===== config.mk =====
export PLATFORM = sky130hd
export DESIGN_NAME = fetch_ctrl
export DESIGN_NICKNAME = d
export VERILOG_FILES = /design/src/rtl/fetch_ctrl_pkg.sv /design/src/rtl/fetch_ctrl.sv
export SDC_FILE = /design/constraint.sdc
export NUM_CORES = 1
export LEC_CHECK = 0
export BUFFER_PORTS_ARGS = -buffer_cell sky130_fd_sc_hd__buf_2
export CAP_MARGIN = 15
export CORE_ASPECT_RATIO = 2
export CORE_MARGIN = 1
export CORE_UTILIZATION = 49
export CTS_CLUSTER_DIAMETER = 60
export CTS_CLUSTER_SIZE = 24
export DETAILED_ROUTE_END_ITERATION = 7
export GPL_TIMING_DRIVEN = 0
export PLACE_DENSITY_LB_ADDON = 0.15
export SLEW_MARGIN = 5
export SYNTH_ARGS = -nofsm -noshare
export SYNTH_HDL_FRONTEND = slang
export SYNTH_SLANG_ARGS = --single-unit

===== constraint.sdc =====
create_clock -name clk -period 6.6 [get_ports clk]
set_input_delay 1.32 -clock clk [delete_from_list [all_inputs] [get_ports clk]]
set_output_delay 1.32 -clock clk [all_outputs]
set_load 0.01 [all_outputs]

===== src/rtl/fetch_ctrl_pkg.sv =====
// Shared fetch-stage types: FSM state encoding, reset PC and presented-instruction bundle.
package fetch_ctrl_pkg;

   typedef enum logic [1:0] {
      FETCH = 2'd0,
      DRAIN = 2'd1,
      HOLD  = 2'd2
   } fetch_state_t;

   localparam logic [63:0] PC_RESET_DEFAULT = 64'h0000_0000_8000_0000;

   typedef struct packed {
      logic [63:0] pc;
      logic [31:0] instr;
      logic        exception;
   } fetch_out_t;

   // Instructions are 4-byte aligned; any set low bit is a misaligned fetch.
   function automatic logic pc_misaligned(input logic [1:0] pc_lo);
      return pc_lo != 2'b00;
   endfunction

endpackage


===== src/rtl/fetch_ctrl.sv =====
// Instruction fetch sequencer: owns the fetch PC, issues single-outstanding bus
// requests, buffers the returned word and presents it under a valid/stall handshake.
module fetch_ctrl
   import fetch_ctrl_pkg::*;
#(
   parameter logic [63:0] PC_RESET = PC_RESET_DEFAULT
) (
   input  logic        clk,
   input  logic        reset,
   output logic        ireq_valid,
   output logic [63:0] ireq_addr,
   input  logic        iresp_data_ok,
   input  logic [31:0] iresp_data,
   input  logic        redirect_valid,
   input  logic [63:0] redirect_pc,
   input  logic        stall,
   output logic        out_valid,
   output logic [63:0] out_pc,
   output logic [31:0] out_instr,
   output logic        out_exception
);

   fetch_state_t state_q, state_d;
   logic [63:0]  pc_q, pc_d;
   logic [31:0]  instr_q, instr_d;
   logic         exc_q, exc_d;
   logic [63:0]  pend_q, pend_d;

   logic         req_c;
   logic         hold_c;
   fetch_out_t   out_s;

   // State and datapath registers, asynchronously reset to the boot PC.
   always_ff @(posedge clk or posedge reset) begin
      if (reset) begin
         state_q <= FETCH;
         pc_q    <= PC_RESET;
         instr_q <= '0;
         exc_q   <= 1'b0;
         pend_q  <= '0;
      end else begin
         state_q <= state_d;
         pc_q    <= pc_d;
         instr_q <= instr_d;
         exc_q   <= exc_d;
         pend_q  <= pend_d;
      end
   end

   // Next-state logic; request/valid depend only on state and PC, never on stall or redirect.
   always_comb begin
      state_d = state_q;
      pc_d    = pc_q;
      instr_d = instr_q;
      exc_d   = exc_q;
      pend_d  = pend_q;
      req_c   = 1'b0;
      hold_c  = 1'b0;
      unique case (state_q)
         FETCH: begin
            if (pc_misaligned(pc_q[1:0])) begin
               exc_d   = 1'b1;
               instr_d = '0;
               state_d = HOLD;
            end else begin
               req_c = 1'b1;
               if (iresp_data_ok) begin
                  if (redirect_valid) begin
                     pc_d = redirect_pc;
                  end else begin
                     instr_d = iresp_data;
                     exc_d   = 1'b0;
                     state_d = HOLD;
                  end
               end else if (redirect_valid) begin
                  pend_d  = redirect_pc;
                  state_d = DRAIN;
               end
            end
         end
         DRAIN: begin
            // Old request stays on the bus until its response retires it; last redirect wins.
            req_c = 1'b1;
            if (redirect_valid) begin
               pend_d = redirect_pc;
            end
            if (iresp_data_ok) begin
               pc_d    = redirect_valid ? redirect_pc : pend_q;
               state_d = FETCH;
            end
         end
         HOLD: begin
            hold_c = 1'b1;
            if (redirect_valid) begin
               pc_d    = redirect_pc;
               state_d = FETCH;
            end else if (!stall) begin
               pc_d    = pc_q + 64'd4;
               state_d = FETCH;
            end
         end
         default: begin
            state_d = FETCH;
         end
      endcase
   end

   // Output view; reset gates the handshakes so they drop without waiting for a clock.
   always_comb begin
      out_s.pc        = pc_q;
      out_s.instr     = hold_c ? instr_q : '0;
      out_s.exception = hold_c & exc_q & ~reset;
   end

   assign ireq_valid    = req_c & ~reset;
   assign ireq_addr     = pc_q;
   assign out_valid     = hold_c & ~reset;
   assign out_pc        = out_s.pc;
   assign out_instr     = out_s.instr;
   assign out_exception = out_s.exception;

endmodule


-- After elaboration in Yosys (flattened, before gate mapping)
Index checks and enable logic that the tools add are counted.
- latch bits: 0
- logic and storage cells: 60
- input bits: 101
- output and inout port bits: 163
- register bits after elaboration: 163
- memories: 0
- memory bits (read-only): 0
- bits in writable memories: 0
- shift-type cells: 0
- bitwise gates (word level): 5
- add/subtract/negate cells: 1
- reduce and logical (&&, ||, !) cells: 9
- magnitude comparators: 0
- mux-type cells: 29
- multipliers: 0
- equality and inequality tests: 11
- div/mod/pow operators: 0
- operator list (operator ; number):
    two-way mux 64 bit ; 9
    one-hot mux 64 bit (3 select lines) ; 1
    two-way mux 32 bit ; 4
    one-hot mux 64 bit (2 select lines) ; 1
    adder 64 x 3 -> 64 bit, second input constant ; 1
    two-way mux 2 bit ; 7
    inequality test 2 bit, second input constant ; 5
    inequality test 4 bit, second input constant ; 2
    one-hot mux 2 bit (3 select lines) ; 1
    AND reduction 3 bit ; 2
    AND reduction 6 bit ; 1
    nonzero test 2 bit ; 3
    two-way mux 1 bit ; 5
    AND 1 bit ; 4
    AND reduction 4 bit ; 1
    inequality test 3 bit, second input constant ; 1
    nonzero test 3 bit ; 1
    == test 2 x 1 -> 1 bit, second input constant ; 1
    == test 2 bit, second input constant ; 1
    logical NOT 2 bit ; 1
    inequality test 2 x 1 -> 1 bit, second input constant ; 1
    one-hot mux 1 bit (2 select lines) ; 1
    inverter 1 bit ; 1

-- Logic depth before layout (Yosys ltp)
- depth after elaboration: 4
- mapped depth: 10
- depth with buffers taken out: 8

-- Worst setup path after synthesis
OpenSTA, ideal clock, no wires.
- kind: input -> output
- start: input reset
- end: output out_exception
- setup slack: 0.017 ns
- arrival time: 5.263 ns
- stages on the path: 2
- data required time: 5.280 ns
- path through: inv_1 and3_1
- cells in the longest elaborated chain, start to end: 2
- RTL lines (what ; line ; text):
    from (decl) ; fetch_ctrl.sv:9 ; input logic reset,
    inverter 1 bit ; fetch_ctrl.sv:112 ; out_s.exception = hold_c & exc_q & ~reset;
    AND 1 bit ; fetch_ctrl.sv:112 ;
    to (decl) ; fetch_ctrl.sv:20 ; output logic out_exception
No other way between the ends.

-- Worst setup path in the final report
- start: register state_q[1]
- end: output ireq_valid
- cells in the longest elaborated chain, start to end: 3
- RTL lines (what ; line ; text):
    from (decl) ; fetch_ctrl.sv:23 ; fetch_state_t state_q, state_d;
    from (signal assigned) ; fetch_ctrl.sv:42 ; state_q <= state_d;
    == test 2 x 1 -> 1 bit or logical NOT 2 bit (tied branches) ; fetch_ctrl.sv:59 ; unique case (state_q)
    one-hot mux 1 bit (2 select lines) * ; fetch_ctrl.sv:59 ;
    AND 1 bit * ; fetch_ctrl.sv:115 ; assign ireq_valid = req_c & ~reset;
    to (decl) ; fetch_ctrl.sv:10 ; output logic ireq_valid,
Mark *: on every way between the ends. The rest lies on a longest branch, timed or not.

==> qor.yml <==
dieWidth_um: 103
fill_cells: 1872
wl_per_cell_um: 21.3
ys_ff_latch: 163
ios: 264
worst-path-max-fanout: 10
detail-route-antenna-nets: 0
min_period_ns: 4.48
io_buffers: 263
clock_latency_ns: 0.44
syn_area_um2: 9970
reg2reg_slack_ns: 3.26
synth_edf_count: 0
multi_input_area_um2: 5020
rows: 73
fp.dieH_um: 204
tns_ns: 0
ctsResizeCount: 0
ys.warnings.count: 0
nNetsFinal: 1494
worstSetupPathType: "flip-flop to primary output"
design_area_um2: 12200
cp.required_ns: 5.28
clock-sinks: 163
slew_headroom: 0.358
hold_violations: 0
placed_cell_area_um2: 11700
grt_pass1_vias: 9983
status: "finished clean"
synth_area_leaders: "dfrtp_1, mux2_2, o21ai_0"
yosys.area.top_type: "dfrtp_1"
cts_setup_buffers: 0
cts_buffers: 17
crit_path_start_kind: "flip-flop"
core_area_um2: 19900
rsz0062_at_grt: "false"
cts-root-buf: "clkbuf_16"
initialDrtViolationCount: 691
vias: 10100
htree_levels: 4
antenna_found_initial: 4
area_delta_synth_final_pct: 22.5
ff_latch_area_um2: 4080
instances_no_fill: 1668
skew_ns: 0.0124
clkTransAtPathRegs_ns: 0.07
synthCells: 1105
synth.avg_cell_area_um2: 9.03
drc: 0
synthesis.nets: 1211
worstMarginPinSlew_ns: 0.964
min_path_type: "flip-flop to flip-flop"
setup_viol: 0
synth.top_cell.area_share: 0.406
routed_via_density: 6.07
cts_buffer_depth: 2
cts_tree: "done"
start_util: 0.501
hold_buffers: 0
synthFlopType: "dfrtp_1"
total_leakage_power_nw: 5.58
cap_viol_max_count: 0
dr.pass1.iters: 5
drive_above_1_share: 0.333
synthArstFlopShare: 1.00
timing.final.crit_share: 0.679
grt_max_degree: 121
ys_types: 78
arrival_ns: 3.16
drt_wl_total_mm: 35.6
fmax_ghz: 0.223
grt_remaining_overflow: 0
dp_hpwl_mm: 26.7
dp_cells: 1631
grt_usage: 0.353
grt_pass1_wl_mm: 54.8
power_density_nw_per_um2: 519
power_w: 0.00634
fp.dieArea_um2: 21000
vdd_drop_max_uv: 341
worstSetupEndpointType: "primary output"
ys_seq_area_frac: 0.409
maxSlewViolCount: 0
place.gp.congestion: 0.909
## final cells by class
type | instances | area share
clock inverter | 14 | 0.0104
antenna | 5 | 0.00102
sequential | 163 | 0.334
buffer | 134 | 0.0668
timing repair buffer | 264 | 0.110
multi-input combinational | 794 | 0.411
clock buffer | 18 | 0.0351
inverter | 14 | 0.00491
tap | 262 | 0.0268
## sequential cells by signal, summed over array words and instances, names as in the netlist
register	flops
state_q	2
instr_q	32
exc_q	1
pend_q	64
ireq_addr	64
## critical path, stage by stage, from the launching register on
cell and delay (ns):
dfrtp_1 0.41, inv_1 0.13, ha_1 0.23, clkbuf_1 0.44
clkbuf_1 0.52, clkbuf_1 0.61, a21oi_1 0.11, nor2_1 0.12
buf_2 0.14
## cells by family (layout without fill, tap and decap cells)
logic type,Yosys count,in the layout,synth area share
compound gates,334,334,0.222
xor+xnor,15,15,0.0132
fa+ha+maj,5,5,0.00627
buf+inv,148,444,0.0872
flops,163,163,0.409
mux,68,68,0.0765
other cells,0,5,0
simple gates,372,372,0.185
## report_power, final
group,internal (W),switching [W]
Sequential,0.00150,0.000542
Combinational,0.00141,0.00191
Clock,0.000523,0.000442
## metal layers
metal / share of wire / track usage
met5: 0 / 0
met4: 0.080 / 0.282
met3: 0.081 / 0.0775
met2: 0.51 / 0.593
met1: 0.33 / 0.369
## path summary, 6_finish.rpt
| kind | from | endpoint | cells past startpoint |
|---|---|---|---|
| hold / removal | instr_q[14] | instr_q[14] | 2 |
| hold reg to reg | instr_q[14] | instr_q[14] | 2 |
| setup / recovery | state_q[1] | ireq_valid | 8 |
| setup reg to reg | state_q[0] | ireq_addr[52] | 9 |
| max in group asynchronous | reset | ireq_addr[19] | 3 |
| min in group asynchronous | reset | instr_q[23] | 2 |
## stage by stage
step	hold slack (ns)	utilization	worst slack, ns
global placement	0.444	0.584	-1.77
floorplan	0.432	-	0.0174
global route	0.498	0.614	2.04
finish	0.469	0.614	2.12
CTS	0.477	0.613	2.23
detailed placement	0.462	0.585	2.59
## layout by cell type, fill, tap and decap left out, types with 13 or more instances in the layout
master,count
a22oi_1,17
nand2_1,143
a22o_1,15
buf_2,264
nor3_1,17
mux2_2,66
nor2_1,71
clkbuf_16,17
a221oi_1,25
buf_4,65
nand4_1,13
clkbuf_1,61
and3_1,16
dfrtp_1,162
o21ai_0,140
a21oi_1,35
and2_1,36
nand3_1,27
## cells in the mapped netlist, types with 5 or more instances
master and count:
a31oi_1 11, dfrtp_1 162, clkbuf_8 6, nor2_1 71, nor3_1 17, o211ai_1 7
a211oi_1 6, nand3_1 27, xnor2_1 8, nor4_1 10, nor2b_1 5, buf_4 65
a22o_1 15, and3_1 16, o22ai_1 8, a22oi_1 17, o31a_1 7, ha_1 5
mux2_2 66, a21oi_1 35, and2_1 36, inv_1 12, a221oi_1 25, xor2_1 7
o2bb2ai_1 5, nand2_1 143, clkbuf_1 60, nand4_1 13, o21ai_0 140
No activity file was read; power rests on OpenSTA's default activity.
